**src/rtl/pcm_fifo.sv**
```systemverilog
// pcm_fifo: first-word-fall-through sample buffer between the FIR output and
// the SPI slave. Pops on a synchronized rising edge of the MCU acknowledge.
module pcm_fifo #(
  parameter int unsigned DEPTH = 16,
  parameter int unsigned WIDTH = 16
) (
  input  logic                     clk,
  input  logic                     reset_n,
  input  logic [WIDTH-1:0]         din,
  input  logic                     din_valid,
  input  logic                     sdone,
  output logic [WIDTH-1:0]         dout,
  output logic                     data_ready,
  output logic [$clog2(DEPTH):0]   level,
  output logic                     overflow,
  output logic                     underflow,
  output logic [7:0]               drop_count
);

  localparam int unsigned AW = $clog2(DEPTH);
  localparam int unsigned LW = AW + 1;

  logic [WIDTH-1:0] mem [DEPTH];

  logic [AW-1:0]    wr_ptr_q, wr_ptr_d;
  logic [AW-1:0]    rd_ptr_q, rd_ptr_d;
  logic [LW-1:0]    level_q, level_d;
  logic [WIDTH-1:0] dout_q, dout_d;
  logic             rdy_q, rdy_d;
  logic             ovf_q, ovf_d;
  logic             unf_q, unf_d;
  logic [7:0]       drop_q, drop_d;

  // sdone synchronizer, edge-detect delay flop, and a warm-up chain that marks
  // when s3 holds a genuine post-reset sample (blocks a pop from an sdone that
  // was already high while reset was asserted).
  logic             s1_q, s2_q, s3_q;
  logic [2:0]       live_q;

  logic pop, full, empty, pop_ok, wr_ok, drop;

  assign pop    = s2_q & ~s3_q & live_q[2];
  assign full   = (level_q == LW'(DEPTH));
  assign empty  = (level_q == '0);
  assign pop_ok = pop & ~empty;
  assign wr_ok  = din_valid & (~full | pop);
  assign drop   = din_valid & full & ~pop;

  // Next-state for pointers, level, head word and status.
  always_comb begin
    wr_ptr_d = wr_ptr_q;
    rd_ptr_d = rd_ptr_q;
    level_d  = level_q;
    dout_d   = dout_q;
    ovf_d    = ovf_q;
    unf_d    = unf_q;
    drop_d   = drop_q;

    if (wr_ok)  wr_ptr_d = wr_ptr_q + AW'(1);
    if (pop_ok) rd_ptr_d = rd_ptr_q + AW'(1);

    case ({wr_ok, pop_ok})
      2'b10:   level_d = level_q + LW'(1);
      2'b01:   level_d = level_q - LW'(1);
      default: level_d = level_q;
    endcase

    if (pop_ok) begin
      if (level_q == LW'(1)) dout_d = wr_ok ? din : '0;
      else                   dout_d = mem[rd_ptr_q + AW'(1)];
    end else if (wr_ok && empty) begin
      dout_d = din;
    end

    if (drop) begin
      ovf_d = 1'b1;
      if (drop_q != 8'hFF) drop_d = drop_q + 8'd1;
    end
    if (pop && empty) unf_d = 1'b1;

    rdy_d = (level_d != '0);
  end

  // Sample storage; contents are don't-care after reset.
  always_ff @(posedge clk) begin
    if (wr_ok) mem[wr_ptr_q] <= din;
  end

  // State registers.
  always_ff @(posedge clk or negedge reset_n) begin
    if (!reset_n) begin
      wr_ptr_q <= '0;
      rd_ptr_q <= '0;
      level_q  <= '0;
      dout_q   <= '0;
      rdy_q    <= 1'b0;
      ovf_q    <= 1'b0;
      unf_q    <= 1'b0;
      drop_q   <= '0;
      s1_q     <= 1'b0;
      s2_q     <= 1'b0;
      s3_q     <= 1'b0;
      live_q   <= '0;
    end else begin
      wr_ptr_q <= wr_ptr_d;
      rd_ptr_q <= rd_ptr_d;
      level_q  <= level_d;
      dout_q   <= dout_d;
      rdy_q    <= rdy_d;
      ovf_q    <= ovf_d;
      unf_q    <= unf_d;
      drop_q   <= drop_d;
      s1_q     <= sdone;
      s2_q     <= s1_q;
      s3_q     <= s2_q;
      live_q   <= {live_q[1:0], 1'b1};
    end
  end

  assign dout       = dout_q;
  assign data_ready = rdy_q;
  assign level      = level_q;
  assign overflow   = ovf_q;
  assign underflow  = unf_q;
  assign drop_count = drop_q;

endmodule

```
**config.mk**
```make
export PLATFORM = sky130hd
export DESIGN_NAME = pcm_fifo
export DESIGN_NICKNAME = d
export VERILOG_FILES = /design/src/rtl/pcm_fifo.sv
export SDC_FILE = /design/constraint.sdc
export NUM_CORES = 1
export LEC_CHECK = 0
export ABC_AREA = 0
export CELL_PAD_IN_SITES_DETAIL_PLACEMENT = 0
export CELL_PAD_IN_SITES_GLOBAL_PLACEMENT = 1
export CORE_MARGIN = 2
export CORE_UTILIZATION = 48
export CTS_CLUSTER_DIAMETER = 150
export DETAILED_ROUTE_END_ITERATION = 16
export PLACE_DENSITY = 0.72
export SLEW_MARGIN = 20
export SYNTH_ARGS = -nofsm -noshare
export SYNTH_HDL_FRONTEND = slang
export SYNTH_SLANG_ARGS = --single-unit
export TNS_END_PERCENT = 1
```
**constraint.sdc**
```tcl
create_clock -name clk -period 3 [get_ports clk]
set_input_delay 0.6 -clock clk [delete_from_list [all_inputs] [get_ports clk]]
set_output_delay 0.6 -clock clk [all_outputs]
set_load 0.1 [all_outputs]
```
==> impl_metrics.toml, run 1 <==
[sta]
setup_viol = 0
post-route-worst-setup-slack_ns = 0.265
post_layout_minimum_cycle_time_ns = 2.74
fin_skew_ns = 0.0186
hold_violations = 0
achievable-frequency_ghz = 0.366
part_of_the_cycle_the_worst_path_needs_pct = 91.2
setup_tns_ns = 0
slew_at_the_pin_closest_to_its_max_slew_limit_ns = 1.10
setup_repair_after_global_routing_missed_its_margin = "no"
slew_violations = 0
timing.max_slew.rel_slack_pct = 26.3

[placement]
port-buffer-count = 51
number_of_cells_after_detailed_placement = 952
place.gp.congestion = 0.788
dp_hpwl_um = 14600
preCtsSetupSlack_ns = 0.0895

[detailed_routing]
route.detailed.wl_per_inst_um = 24.8
drc = 0
first_pass_iters = 4
routed_wirelength_um = 25000
postRouteAntennaNets = 0
vias_per_cell = 5.79
routed-via-count = 5849
detailedRoute.firstIterationViolations = 576

[job]
maxCapViolCount = 0

[clocking]
cts.hold.buffers_added = 0
post_cts.resized_instances = 0
clock_path_buffers = 3
source_to_sink_clock_delay_at_the_later_pin_of_the_worst_skew_pair_ns = 0.57
cts.root.buffer_cell = "sky130_fd_sc_hd__clkbuf_16"
cts_tree = "built"
clk_pin_slew_ns = 0.06
cts_post_setup_buffers_inserted = 0
cts.htree.levels = 1
cts-buffers-inserted = 31
clock_sink_count = 302

[power_and_ir_drop]
share_seq_of_total_power_pct = 36.5
power.clock.fraction_pct = 25.9
cell_internal_pwr_w = 0.00966
pwr-share-comb_pct = 37.6
power_per_cell_area_nw_per_um2 = 1080
vdd.ir_drop.worst_mv = 1.11
power.share.switching_pct = 36.0
final_power_w = 0.0151
netSwitchingPower_w = 0.00544
total_leakage_power_nw = 4.75

[global_routing]
antenna_found_initial = 1
grt_pass1_vias = 6219
grt.overflow.total = 0
gr-usage-all-layers_pct = 19.9
grt_first_pass_wirelength_um = 38400
maximum_number_of_pins_on_one_net_before_global_route_repair = 68

[yosys]
netlist_top_cells_area = "sky130_fd_sc_hd__edfxtp_1 65%, sky130_fd_sc_hd__mux4_2 12%, sky130_fd_sc_hd__dfrtp_1 9.7%"
fraction_of_post_synthesis_cell_area_in_the_top_cell_type_by_area_pct = 65.0
async_reset_ff_share_pct = 15.2
synth_area_um2 = 11800
synth_area_per_cell_um2 = 20.6
synth_seq_area_share_pct = 74.7
synthDominantAreaCellType = "sky130_fd_sc_hd__edfxtp_1"
yosys.cell_types.count = 46
netlist_instances = 575
synth_fp_nets = 605
yosysWarningCount = 0
postSynth.topFlopCell = "sky130_fd_sc_hd__edfxtp_1"
postSynthRegisterBits = 302
synth-edff-count = 256

[die]
floorplan.core_area_um2 = 24200
std_cell_rows = 57
floorplan.io_pins = 52
chipHeight_um = 161
floorplan.die_area_um2 = 25900
dieWidth_um = 161
starting_utilization_of_the_core_area_pct = 48.8

[layout]
nNetsFinal = 691
multiInputGateArea_um2 = 2950
area_delta_synth_final_pct = 17.8
mostFrequentLayoutCells = "256 x sky130_fd_sc_hd__edfxtp_1, 64 x sky130_fd_sc_hd__mux4_2, 59 x sky130_fd_sc_hd__buf_4"
most_common_cell_after_layout_fill_and_taps_aside = "sky130_fd_sc_hd__edfxtp_1"
fillers = 1810
seqCellArea_um2 = 8850
finish.cell_count_without_fillers = 1010
drive_gt1_share_pct = 30.1

[setup_path]
worstSetupPathType = "reg -> reg"
cpMaxStageDelayCell = "sky130_fd_sc_hd__nor2_2"
worst_ep_arrival_time_ns = 2.91
slowest_delay_ns = 0.88
ordered_cell_list_for_the_critical_path = "inv_1, ha_1, nor3b_2, a31oi_2, nand2_1, nor2_2"
critPathLaunchType = "flop"
worstRegToRegCells = 6
cp_top_family = "simple AND/OR/NAND/NOR gates"
critical_path_cell_count = 6
crit_buf_inv = 1
worst-path-max-fanout = 16
timing.critical_path.required_ns = 3.18
end_kind = "flop"

[worst_hold_path]
hp-class = "in -> async"

[run_status]
status = "finished clean"
-- kinds of logic after synthesis --
kind of cell,Yosys count,synth area share (%)
AOI/OAI and AO/OA,50,3.57
xor gates and xnor gates,18,1.33
adders and majority gates,10,1.06
buffers and inverters,34,1.26
DFF,302,74.7
muxes,99,15.2
other,1,0.0317
and+or+nand+nor,61,2.88
-- metal layers --
layer,vias up,global-route usage (%),wire length [um]
met4,0,4.38,353
li1,2552,-,-
met1,3113,27.4,10500
met3,22,3.24,1280
met2,162,33.8,12800
met5,-,0,0
-- layout make-up --
type	instances	area share, %
antenna	1	0.0180
clock buffer	39	5.78
sequential	302	63.5
timing repair buffer	80	4.79
tap	324	2.91
multi-input combinational	239	21.2
clock inverter	18	1.67
inverter	7	0.189
-- cell usage after synthesis (2+ instances only) --
cell,n
sky130_fd_sc_hd__a21oi_1,5
sky130_fd_sc_hd__a22oi_1,16
sky130_fd_sc_hd__a2bb2oi_2,2
sky130_fd_sc_hd__a31oi_1,2
sky130_fd_sc_hd__and3_1,3
sky130_fd_sc_hd__buf_1,2
sky130_fd_sc_hd__buf_2,11
sky130_fd_sc_hd__clkbuf_1,13
sky130_fd_sc_hd__dfrtp_1,46
sky130_fd_sc_hd__edfxtp_1,256
sky130_fd_sc_hd__ha_1,10
sky130_fd_sc_hd__inv_1,7
sky130_fd_sc_hd__mux2_2,2
sky130_fd_sc_hd__mux2i_1,33
sky130_fd_sc_hd__mux4_2,64
sky130_fd_sc_hd__nand2_1,14
sky130_fd_sc_hd__nand2b_1,4
sky130_fd_sc_hd__nand3_1,4
sky130_fd_sc_hd__nand4_1,6
sky130_fd_sc_hd__nor2_1,13
sky130_fd_sc_hd__nor3_1,5
sky130_fd_sc_hd__o21ai_0,2
sky130_fd_sc_hd__o221ai_1,16
sky130_fd_sc_hd__xnor2_1,15
sky130_fd_sc_hd__xor2_1,3
-- worst paths after layout --
path | from | end | slack, ns
max | level[0] | mem[7][15] | 0.26
min | reset_n | s3_q | 0.05
max reg2reg | level[0] | mem[7][15] | 0.26
min reg2reg | live_q[0] | live_q[1] | 0.34
max in group asynchronous | reset_n | wr_ptr_q[0] | 2.25
min in group clk | live_q[0] | live_q[1] | 0.34
-- state kept, by name, indices dropped and copies added (netlist names) --
name        cells
live_q          3
underflow       1
overflow        1
s2_q            1
mem           256
rd_ptr_q        4
s1_q            1
drop_count      8
data_ready      1
level           5
wr_ptr_q        4
s3_q            1
dout           16
-- metrics by stage --
| step | hold WS, ns | cell area [um2] | utilization, % |
|---|---|---|---|
| after floorplan | 0.304 | 11900 | - |
| after global placement | 0.334 | 12900 | 53.2 |
| after detailed placement | 0.338 | 12900 | 53.2 |
| after CTS | 0.0522 | 13900 | 57.5 |
| after global routing | 0.0798 | 13900 | 57.5 |
| final | 0.0526 | 13900 | 57.5 |
-- power by group through the flow --
stage | registers [W] | clock network (W) | logic (W)
final | 0.00552 | 0.00391 | 0.00567
after detailed placement | 0.00560 | 0 | 0.00571
after CTS | 0.00552 | 0.00398 | 0.00575
after floorplan | 0.00664 | 0 | 0.00315
after global placement | 0.00557 | 0 | 0.00566
after global routing | 0.00558 | 0.00416 | 0.00601
-- worst register-to-register path: stages, from the launching register on --
cell and delay (ns):
sky130_fd_sc_hd__dfrtp_4 0.44, sky130_fd_sc_hd__inv_1 0.10, sky130_fd_sc_hd__ha_1 0.22, sky130_fd_sc_hd__nor3b_2 0.20, sky130_fd_sc_hd__a31oi_2 0.33, sky130_fd_sc_hd__nand2_1 0.18, sky130_fd_sc_hd__nor2_2 0.88
Note: power is estimated with default switching activity, not from simulation.
==> run 2, diff against run 1 <==
Settings changed: CAP_MARGIN set to 20, CTS_BUF_LIST set to sky130_fd_sc_hd__clkbuf_4 sky130_fd_sc_hd__clkbuf_8 sky130_fd_sc_hd__clkbuf_16.
==> impl_metrics.toml, run 2 (synthesis results as in run 1) <==
[detailed_routing]
routed_wirelength_um = 25000
routed-via-count = 5852
vias_per_cell = 5.79
postRouteAntennaNets = 0
detail_route.wirelength.met1_um = 10500
route.detailed.wl_per_inst_um = 24.8
drc = 0
route.top_layer_used = "met4"
dr_wl_met2_um = 12800
first_pass_iters = 4
dr_wl_met3_um = 1370
detailedRoute.firstIterationViolations = 569

[clocking]
clock_sink_count = 302
cts_post_setup_buffers_inserted = 0
cts.hold.buffers_added = 0
cts.htree.levels = 1
cts-buffers-inserted = 31
clk_pin_slew_ns = 0.06
cts.root.buffer_cell = "sky130_fd_sc_hd__clkbuf_16"
source_to_sink_clock_delay_at_the_later_pin_of_the_worst_skew_pair_ns = 0.57
clock_path_buffers = 3
post_cts.resized_instances = 0
cts_tree = "built"

[placement]
port-buffer-count = 51
dp_hpwl_um = 14600
place.gp.congestion = 0.788
place_area_um2 = 12900

[setup_path]
end_kind = "flop"
worstSetupPathType = "reg -> reg"
ordered_cell_list_for_the_critical_path = "inv_1, ha_1, nor3b_2, a31oi_2, nand2_1, nor2_2"
crit-reg2reg-launch = "level[0]"
cpMaxStageDelayCell = "sky130_fd_sc_hd__nor2_2"
crit_path_start = "level[0]"
worst-path-max-fanout = 16
critPathLaunchType = "flop"
timing.critical_path.required_ns = 3.18
slowest_delay_ns = 0.87
worst_ep_arrival_time_ns = 2.91

[die]
starting_utilization_of_the_core_area_pct = 48.8
floorplan.io_pins = 52
floorplan.die_area_um2 = 25900
dieWidth_um = 161
chipHeight_um = 161
std_cell_rows = 57
floorplan.core_area_um2 = 24200

[sta]
slew_violations = 0
part_of_the_cycle_the_worst_path_needs_pct = 90.8
setup_repair_after_global_routing_missed_its_margin = "no"
hold_violations = 0
fin_skew_ns = 0.0187
achievable-frequency_ghz = 0.367
setup_viol = 0
fin_worst_hold_slack_ns = 0.0544
post_layout_minimum_cycle_time_ns = 2.72
slew_at_the_pin_closest_to_its_max_slew_limit_ns = 1.09
setup_tns_ns = 0
timing.max_slew.rel_slack_pct = 27.0

[layout]
mostFrequentLayoutCells = "256 x sky130_fd_sc_hd__edfxtp_1, 64 x sky130_fd_sc_hd__mux4_2, 59 x sky130_fd_sc_hd__buf_4"
most_common_cell_after_layout_fill_and_taps_aside = "sky130_fd_sc_hd__edfxtp_1"
area_delta_synth_final_pct = 18.1
largest_register_ff_count = 256
nNetsFinal = 691
max_flop_register = "mem"
design_area_um2 = 14000
drive_gt1_share_pct = 31.2

[global_routing]
gr-usage-all-layers_pct = 19.9
grt_first_pass_wirelength_um = 38400
antenna_found_initial = 1
maximum_number_of_pins_on_one_net_before_global_route_repair = 68
grt_pass1_vias = 6219
grt.overflow.total = 0

[job]
maxCapViolCount = 0

[run_status]
status = "finished clean"

[worst_hold_path]
hp-class = "in -> async"

[power_and_ir_drop]
power_per_cell_area_nw_per_um2 = 1090
vdd.ir_drop.worst_mv = 1.11
total_leakage_power_nw = 4.78
-- run 2: cell count changes in the layout (fill, tap and decap cells not counted) --
cell / previous run / this run
sky130_fd_sc_hd__clkbuf_1: 8 / 0
sky130_fd_sc_hd__clkbuf_4: 0 / 8
-- run 2: final timing paths --
kind | slack, ns | cells past startpoint | end
setup / recovery | 0.28 | 6 | mem[7][15]
hold / removal | 0.05 | 1 | s3_q
setup reg to reg | 0.28 | 6 | mem[7][15]
hold reg to reg | 0.34 | 0 | live_q[1]
max in group asynchronous | 2.24 | 2 | wr_ptr_q[0]
min in group clk | 0.34 | 0 | live_q[1]
-- run 2: area by class of cell --
cell class                 count  area [um2]
antenna                        1        2.50
clock buffer                  39         836
clock inverter                18         233
fill                        1812       10300
inverter                       7        26.3
multi-input combinational    239        2950
sequential                   302        8850
tap                          324         405
timing repair buffer          80         668
-- run 2: power by group --
| group | switching [W] | total [W] | internal, W |
|---|---|---|---|
| combinational | 0.00351 | 0.00568 | 0.00216 |
| clock | 0.00158 | 0.00399 | 0.00241 |
| sequential | 0.000357 | 0.00552 | 0.00516 |
| total | 0.00545 | 0.0152 | 0.00973 |
-- run 2: per-stage QoR --
stage | total power [W] | instances | util, % | worst slack (ns)
3_3_place_gp | 0.0112 | 952 | 53.2 | 0.140
6_report | 0.0152 | 1010 | 57.6 | 0.276
4_1_cts | 0.0153 | 1009 | 57.6 | 0.243
3_5_place_dp | 0.0113 | 952 | 53.2 | 0.0895
2_1_floorplan | 0.00978 | 575 | - | -0.0156
5_1_grt | 0.0158 | 1009 | 57.6 | 0.128
-- run 2: worst max-delay path: cells and delay by family, from the launching register on --
kind                     cells  cell delay [ns]
AO/OA/AOI/OAI                1             0.33
adder cells (fa/ha/maj)      1             0.22
buffers and inverters        1             0.10
flip-flops                   1             0.44
AND/OR/NAND/NOR              3             1.25
-- run 2: layer usage --
layer | track usage, % | up-vias
li1 | - | 2552
met1 | 27.4 | 3103
met2 | 33.9 | 175
met3 | 3.24 | 22
met4 | 4.38 | 0
met5 | 0 | -
==> run 3, diff against run 2 <==
Settings changed: ABC_AREA 0 to 1, CORE_UTILIZATION 48 to 44, PLACE_DENSITY 0.72 to 0.71.
Clock period 3 ns to 2.2 ns, I/O delays scaled along.
==> impl_metrics.toml, run 3 <==
[yosys]
synth-adder-area-share_pct = 0.981
post_synth_and_or_nand_nor_area_fraction_pct = 18.1
synth_area_um2 = 12800
fraction_of_post_synthesis_cell_area_in_the_top_cell_type_by_area_pct = 60.3
netlist_top_cells_area = "sky130_fd_sc_hd__edfxtp_1 60%, sky130_fd_sc_hd__dfrtp_1 9.0%, sky130_fd_sc_hd__nor2_1 8.5%"
synth-edff-count = 256
synth_area_per_cell_um2 = 11.5
synth-xor-area-share_pct = 1.41
mux_cell_area_share_after_synthesis_pct = 0.177
synth.top_cells.by_count = "289 x sky130_fd_sc_hd__nor2_1, 256 x sky130_fd_sc_hd__edfxtp_1, 134 x sky130_fd_sc_hd__nand3_1"
synth_compound_area_share_pct = 5.79
synth_most_common_cell = "sky130_fd_sc_hd__nor2_1"
yosys.cell_types.count = 40
synth_top_family_by_area = "simple AND/OR/NAND/NOR gates"
synthDominantAreaCellType = "sky130_fd_sc_hd__edfxtp_1"
netlist_instances = 1109
synth_seq_area_share_pct = 69.3
yosysWarningCount = 0
postSynth.topFlopCell = "sky130_fd_sc_hd__edfxtp_1"
synth_fp_nets = 1139
postSynthRegisterBits = 302
async_reset_ff_share_pct = 15.2

[sta]
fin_skew_ns = 0.0134
hold_violations = 5
setup_repair_after_global_routing_missed_its_margin = "no"
achievable-frequency_ghz = 0.483
timing.max_slew.rel_slack_pct = 56.0
part_of_the_cycle_the_worst_path_needs_pct = 94.1
slew_at_the_pin_closest_to_its_max_slew_limit_ns = 0.660
fin_worst_hold_slack_ns = -0.00855
post_layout_minimum_cycle_time_ns = 2.07
setup_viol = 0
slew_violations = 0

[layout]
largest_register_ff_count = 256
area_delta_synth_final_pct = 20.8
design_area_um2 = 15400
max_flop_register = "mem"
mostFrequentLayoutCells = "273 x sky130_fd_sc_hd__nor2_1, 256 x sky130_fd_sc_hd__edfxtp_1, 134 x sky130_fd_sc_hd__nand3_1"
drive_gt1_share_pct = 17.5
diodes = 0
nNetsFinal = 1233
most_common_cell_after_layout_fill_and_taps_aside = "sky130_fd_sc_hd__nor2_1"

[setup_path]
worst-path-max-fanout = 64
end_kind = "flop"
worstRegToRegCells = 9
cpMaxStageDelayCell = "sky130_fd_sc_hd__dfrtp_4"
critPathLaunchType = "flop"
worst-r2r-setup-slack_ns = 0.13
ff_to_ff_end = "dout[13]"
ordered_cell_list_for_the_critical_path = "ha_2, buf_12, nor2_1, o21ai_0, nand3_1, nand3_1, nand2_1, nand2_1, a21oi_1"
worstSetupPathType = "reg -> reg"
cp_top_family = "simple AND/OR/NAND/NOR gates"
slowest_delay_ns = 0.49
worst_ep_arrival_time_ns = 2.51
crit-reg2reg-launch = "rd_ptr_q[0]"
crit_buf_inv = 1
timing.critical_path.required_ns = 2.64

[power_and_ir_drop]
power_per_cell_area_nw_per_um2 = 1520
vdd.ir_drop.worst_mv = 1.34
total_leakage_power_nw = 5.70

[clocking]
cts-buffers-inserted = 31
clk_pin_slew_ns = 0.06
clock_path_buffers = 3
cts.hold.buffers_added = 0
post_cts.resized_instances = 0
clock_sink_count = 302
source_to_sink_clock_delay_at_the_later_pin_of_the_worst_skew_pair_ns = 0.55
cts.root.buffer_cell = "sky130_fd_sc_hd__clkbuf_16"
cts_tree = "built"
cts.htree.levels = 1
cts_post_setup_buffers_inserted = 0

[placement]
place.gp.congestion = 0.810
port-buffer-count = 51
place_area_um2 = 14400
dp_hpwl_um = 20300

[die]
dieWidth_um = 174
starting_utilization_of_the_core_area_pct = 44.5
floorplan.io_pins = 52
floorplan.die_area_um2 = 30400
floorplan.core_area_um2 = 28600
chipHeight_um = 174
std_cell_rows = 62

[worst_hold_path]
hp-class = "in -> async"

[run_status]
status = "finished with violations"
violations = "hold timing"

[global_routing]
grt.overflow.total = 0
maximum_number_of_pins_on_one_net_before_global_route_repair = 65
antenna_found_initial = 0
gr-usage-all-layers_pct = 21.4
grt_pass1_vias = 8336
grt_first_pass_wirelength_um = 49300

[detailed_routing]
route.detailed.wl_per_inst_um = 19.7
first_pass_iters = 5
detailedRoute.firstIterationViolations = 819
routed-via-count = 8395
postRouteAntennaNets = 0
drc = 0
vias_per_cell = 5.21
routed_wirelength_um = 31700

[job]
maxCapViolCount = 0
==> run 3: final cells by class <==
cell class | instances | area, um2
repair buffers | 121 | 1360
well taps | 384 | 480
fillers | 2451 | 13200
multi-input cells | 712 | 3530
inverters | 35 | 134
flip-flops and latches | 302 | 8850
clock buffers | 42 | 883
clock inverters | 15 | 156
==> run 3: how the worst max path moves through the flow <==
stage / startpoint / to / slack [ns] / cells after the start
detailed placement: din_valid / mem[5][0] / 0.13 / 6
floorplan: level[0] / mem[11][0] / -0.05 / 7
global route: level[0] / data_ready / 0.007 / 10
CTS: rd_ptr_q[0] / dout[6] / 0.13 / 9
global placement: din_valid / mem[11][14] / 0.14 / 6
finish: rd_ptr_q[0] / dout[13] / 0.13 / 9
==> run 3: worst register-to-register path: stages, from the launching register on <==
cell	delay, ns
sky130_fd_sc_hd__dfrtp_4	0.49
sky130_fd_sc_hd__ha_2	0.37
sky130_fd_sc_hd__buf_12	0.32
sky130_fd_sc_hd__nor2_1	0.12
sky130_fd_sc_hd__o21ai_0	0.11
sky130_fd_sc_hd__nand3_1	0.13
sky130_fd_sc_hd__nand3_1	0.21
sky130_fd_sc_hd__nand2_1	0.09
sky130_fd_sc_hd__nand2_1	0.06
sky130_fd_sc_hd__a21oi_1	0.06
==> run 3: through the flow <==
stage               power, W  instances  worst slack [ns]  TNS [ns]  utilization [%]
floorplan             0.0150       1109           -0.0454     -3.85                -
global placement      0.0182       1554             0.141         0             50.2
detailed placement    0.0183       1554             0.132         0             50.2
CTS                   0.0236       1611             0.132         0             53.8
global route          0.0249       1611           0.00745         0             53.8
finish                0.0233       1611             0.129         0             53.8
==> run 3: routing by layer <==
layer	wire length, um	GRT usage [%]
met1	13800	29.9
met2	15400	35.6
met3	1890	3.22
met4	667	4.97
met5	0	0
==> run 3: cells by family (layout without fill, tap and decap cells) <==
group,after synthesis,count (layout)
multiplexers,2,2
flip-flops,302,302
other,1,1
buffers and inverters,95,213
AND/OR/NAND/NOR,535,535
XOR/XNOR,18,18
adder cells (fa/ha/maj),10,10
AO/OA/AOI/OAI,146,146
==> run 3: report_power, final <==
group / switching, W / internal (W)
sequential: 0.000510 / 0.00702
clock: 0.00211 / 0.00315
combinational: 0.00722 / 0.00334
